**src/rtl/adc_frame_tx.sv**
```systemverilog
// Transmit-side ADC frame generator: emits a one-cycle frame marker on fco_out and
// serializes one sample word per frame MSB first on dout, with optional off-length frame injection.
module adc_frame_tx #(
    parameter int FRAME_PERIOD = 8,
    parameter int SLIP_W       = 4,
    parameter int CNT_W        = 16
) (
    input  logic                    dco_clk,
    input  logic                    rst,
    input  logic                    en,
    input  logic [FRAME_PERIOD-1:0] sample_data,
    input  logic                    sample_valid,
    output logic                    sample_ready,
    input  logic                    slip_req,
    input  logic [SLIP_W-1:0]       slip_amt,
    output logic                    fco_out,
    output logic                    dout,
    output logic                    underrun_pulse,
    output logic [CNT_W-1:0]        frame_count
);

    localparam int SLIP_MAX = (1 << SLIP_W) - 1;
    localparam int MAX_LEN  = (FRAME_PERIOD > SLIP_MAX) ? FRAME_PERIOD : SLIP_MAX;
    localparam int LEN_W    = $clog2(MAX_LEN + 1);

    typedef enum logic {
        IDLE,
        RUN
    } state_t;

    state_t                  state;
    state_t                  state_next;
    logic [LEN_W-1:0]        bit_cnt;
    logic [LEN_W-1:0]        frame_len;
    logic [LEN_W-1:0]        slip_len;
    logic [FRAME_PERIOD-1:0] shreg;
    logic                    slip_pending;
    logic                    last_bit;
    logic                    load;

    // A load edge either starts framing from IDLE or chains straight into the next frame.
    always_comb begin
        state_next = state;
        last_bit   = 1'b0;
        load       = 1'b0;
        case (state)
            IDLE: begin
                load = en;
                if (en) begin
                    state_next = RUN;
                end
            end
            RUN: begin
                last_bit = (bit_cnt == frame_len - LEN_W'(1));
                load     = last_bit && en;
                if (last_bit && !en) begin
                    state_next = IDLE;
                end
            end
            default: state_next = IDLE;
        endcase
    end

    assign sample_ready = load;
    assign slip_len     = (int'(slip_amt) < 2) ? LEN_W'(2) : LEN_W'(slip_amt);

    always_ff @(posedge dco_clk or posedge rst) begin
        if (rst) begin
            state <= IDLE;
        end else begin
            state <= state_next;
        end
    end

    // Frames longer than the word shift out zero fill; shorter ones drop the LSBs.
    always_ff @(posedge dco_clk or posedge rst) begin
        if (rst) begin
            fco_out        <= 1'b0;
            dout           <= 1'b0;
            underrun_pulse <= 1'b0;
            frame_count    <= '0;
            bit_cnt        <= '0;
            frame_len      <= LEN_W'(FRAME_PERIOD);
            shreg          <= '0;
            slip_pending   <= 1'b0;
        end else begin
            if (load) begin
                fco_out     <= 1'b1;
                bit_cnt     <= '0;
                frame_count <= frame_count + CNT_W'(1);
                frame_len   <= slip_pending ? slip_len : LEN_W'(FRAME_PERIOD);
                if (sample_valid) begin
                    shreg          <= sample_data;
                    dout           <= sample_data[FRAME_PERIOD-1];
                    underrun_pulse <= 1'b0;
                end else begin
                    shreg          <= '0;
                    dout           <= 1'b0;
                    underrun_pulse <= 1'b1;
                end
            end else if (state == RUN && !last_bit) begin
                fco_out        <= 1'b0;
                underrun_pulse <= 1'b0;
                shreg          <= shreg << 1;
                dout           <= shreg[FRAME_PERIOD-2];
                bit_cnt        <= bit_cnt + LEN_W'(1);
            end else begin
                fco_out        <= 1'b0;
                underrun_pulse <= 1'b0;
                dout           <= 1'b0;
                shreg          <= '0;
                bit_cnt        <= '0;
            end

            if (load && slip_pending) begin
                slip_pending <= 1'b0;
            end else if (slip_req) begin
                slip_pending <= 1'b1;
            end
        end
    end

endmodule
```
**config.mk**
```make
export PLATFORM = sky130hd
export DESIGN_NAME = adc_frame_tx
export DESIGN_NICKNAME = d
export VERILOG_FILES = /design/src/rtl/adc_frame_tx.sv
export SDC_FILE = /design/constraint.sdc
export NUM_CORES = 1
export LEC_CHECK = 0
export ABC_AREA = 1
export CORE_UTILIZATION = 56
export DETAILED_ROUTE_END_ITERATION = 8
export GPL_TIMING_DRIVEN = 0
export PLACE_DENSITY = 0.85
export SYNTH_ARGS = -nofsm -noshare
export SYNTH_HDL_FRONTEND = slang
export SYNTH_SLANG_ARGS = --single-unit
```
**constraint.sdc**
```tcl
create_clock -name dco_clk -period 4.2 [get_ports dco_clk]
set_input_delay 0.84 -clock dco_clk [delete_from_list [all_inputs] [get_ports dco_clk]]
set_output_delay 0.84 -clock dco_clk [all_outputs]
set_load 0.01 [all_outputs]
```
==> run_results.csv <==
group,metric,value,unit
power_and_ir_drop,vdd_drop_max,0.000271,V
clock_network,cts_tree,"yes",
synth,netlist_area,2000,um2
drt,dr_total_vias,1809,
setup_path,required,3.36,ns
timing,fin_crit,3.46,ns
drt,wl,4.11,mm
timing,fmax,289,MHz
die,die_h,61.8,um
clock_network,worstSkewPairLatency,0.35,ns
power_and_ir_drop,p_leak,1.24,nW
clock_network,root_buffer,"clkbuf_4",
drt,ant_nets,0,
setup_path,max_stage_delay,0.53,ns
drt,avgViaCountPerCell,5.17,
place,dpl.hpwl,2.97,mm
synth,syn_nets,281,
die,row_count,21,
setup_path,crit_path_top_delay_cell,"clkdlybuf4s50_1",
timing,hold_viol_final,0,
timing,tightest_slew,0.729,ns
synth,synth_edf_count,0,
setup_path,startpoint,"frame_len[0]",
timing,worst_hold_slack,0.482,ns
clock_network,clock_sinks,36,
clock_network,htreeDepth,2,
setup_path,path_class,"reg2out",
timing,slew-limit-headroom,51.3,%
synth,ys_types,21,
place,routabilityCongestion,0.852,
setup_path,worstPathCellList,"inv_1, ha_1, nand2_1, inv_1, nor2_1, nand2_1, nor2_2, nand2_4, nand2_4, nand2_4, buf_6, inv_1, clkdlybuf4s50_1",
layout,syn2layout_area_growth,23.3,%
timing,skew,0.0123,ns
synth,yosysWarnings,0,
synth,synthTopCellsByArea,"dfrtp_1 (44%), nand2_1 (17%), nand3_1 (9.3%), nor2_1 (5.6%), xnor2_1 (3.9%)",
setup_path,worstPathArrival,2.62,ns
grt,grt_pass1_vias,1504,
drt,drt_iter0_drc,102,
timing,fin_setup_tns,0,ns
layout,multi_input_area,960,um2
die,start_util,59.0,%
grt,grt.overflow.total,0,
synth,yosysTopAreaCellShare,43.8,%
place,place.port_buffers,35,
clock_network,cts-resized-gates,0,
layout,layout-drive-gt1-share,8.55,%
clock_network,post_cts_buffers,0,
setup_path,cp_num_buf_inv,5,
synth,async_flop_share,100,%
worst_hold_path,hold_class,"reg2reg",
die,floorplan.die_area,3810,um2
layout,nFillCells,281,
setup_path,crit_family,"buffers and inverters",
clock_network,numCtsBuffers,5,
grt,antenna_found_initial,0,
drt,drtPass1Iterations,4,
flow_run,maxCapViolCount,0,
outcome,status,"complete, no violations",
synth,yosysSeqAreaShare,45.1,%
synth,synthCells,261,
die,pin_count,37,
synth,ys.flop_type,"dfrtp_1",
clock_network,clkTransAtPathRegs,0.10,ns
clock_network,cts_hold_buf,0,
grt,grt_max_degree,37,
drt,drc,0,
setup_path,reg2reg_from,"frame_len[0]",
die,core-area,3390,um2
synth,synth_seq_cells,36,
power_and_ir_drop,power,1.33,mW
layout,final-seq-area,902,um2
setup_path,critPathLaunchType,"register",
grt,grt_first_pass_wirelength,6.64,mm
synth,syn-mean-instance-area,7.66,um2
die,die_w,61.8,um
drt,post_drt_wl_per_cell,11.7,um
layout,diodes,0,
setup_path,endpoint_kind,"output port",
timing,slew_violations,0,
setup_path,crit_fanout,10,
grt,grt_use_total,24.6,%
timing,rsz0062_at_grt,"false",
clock_network,cts_max_path_buffers,2,
synth,synth_largest_area_cell,"dfrtp_1",
layout,fin_util,72.8,%
worst_hold_path,min-delay-start,"shreg[5]",
power_and_ir_drop,p_per_area,540,nW/um2
timing,fin_crit_sh,82.3,%
timing,setup_viol,0,
layout,fin_nets,323,
## area by class of cell
type,instances,share of cell area [%]
multi-input cells,196,38.9
flip-flops and latches,36,36.6
repair buffers,35,14.2
inverters,19,2.89
plain buffers,10,2.69
clock buffers,8,2.38
well taps,46,2.33
## through the flow
step | cells | worst slack [ns] | area, um2
6_report | 350 | 0.742 | 2470
5_1_grt | 350 | 0.476 | 2470
4_1_cts | 350 | 0.727 | 2470
3_5_place_dp | 342 | 1.12 | 2410
3_3_place_gp | 342 | 1.15 | 2410
2_1_floorplan | 261 | 1.78 | 2000
## report_power, final
| group | switching [mW] | internal, mW | total [mW] |
|---|---|---|---|
| sequential | 0.0712 | 0.438 | 0.509 |
| clock | 0.114 | 0.0826 | 0.196 |
| combinational | 0.367 | 0.260 | 0.627 |
| total | 0.552 | 0.781 | 1.33 |
## Yosys cell counts (3+ instances only)
| library cell | instances |
|---|---|
| nor2_1 | 30 |
| dfrtp_1 | 35 |
| nand3b_1 | 9 |
| inv_1 | 17 |
| nor2_2 | 4 |
| xnor2_1 | 9 |
| buf_4 | 3 |
| nand2_1 | 91 |
| nand2_4 | 3 |
| ha_1 | 3 |
| nand3_1 | 37 |
| xor2_1 | 6 |
## cells in the final DEF, fill, tap and decap left out, types with 3 or more instances in the layout
cell type,n
inv_2,3
clkdlybuf4s50_1,35
nand2_4,3
nor2_1,30
nor2_2,4
nand3_1,37
dfrtp_1,35
buf_4,3
nand3b_1,9
clkbuf_4,5
xor2_1,6
inv_1,16
xnor2_1,9
clkbuf_1,3
nand2_1,91
ha_1,3
## path summary, 6_finish.rpt
path                                   end  slack [ns]  depth (start not counted)
min in group asynchronous   frame_count[6]        0.92                          2
min reg2reg                       shreg[6]        0.48                          2
min                               shreg[6]        0.48                          2
max in group asynchronous         shreg[3]        2.80                          2
max reg2reg                frame_count[15]        2.31                         13
max                           sample_ready        0.74                         13
## cells by family (layout without fill, tap and decap cells)
logic type | after synthesis | count (layout) | share of synthesized area [%]
XOR/XNOR | 15 | 15 | 6.57
flip-flops | 36 | 36 | 45.1
adder cells (fa/ha/maj) | 3 | 3 | 1.88
AND/OR/NAND/NOR | 176 | 176 | 38.9
buffers and inverters | 29 | 72 | 6.88
AO/OA/AOI/OAI | 2 | 2 | 0.626
## registers in the layout, indices dropped and copies added, names as in the netlist
name,cells
underrun_pulse,1
shreg,7
slip_pending,1
bit_cnt,4
frame_len,4
state,1
dout,1
fco_out,1
frame_count,16
## tightest hold or removal path, cell delays in order, from the launching register on
cell and delay (ns):
dfrtp_1 0.33, nand3_1 0.07, nand2_1 0.06
## routing by layer
layer,GRT usage [%],routed length [um],vias up
met4,8.57,57,0
met3,7.25,229,5
met1,34.1,1890,864
met2,37.2,1930,42
li1,-,-,898
met5,0,0,-
Power figures use the tool's default switching activity.
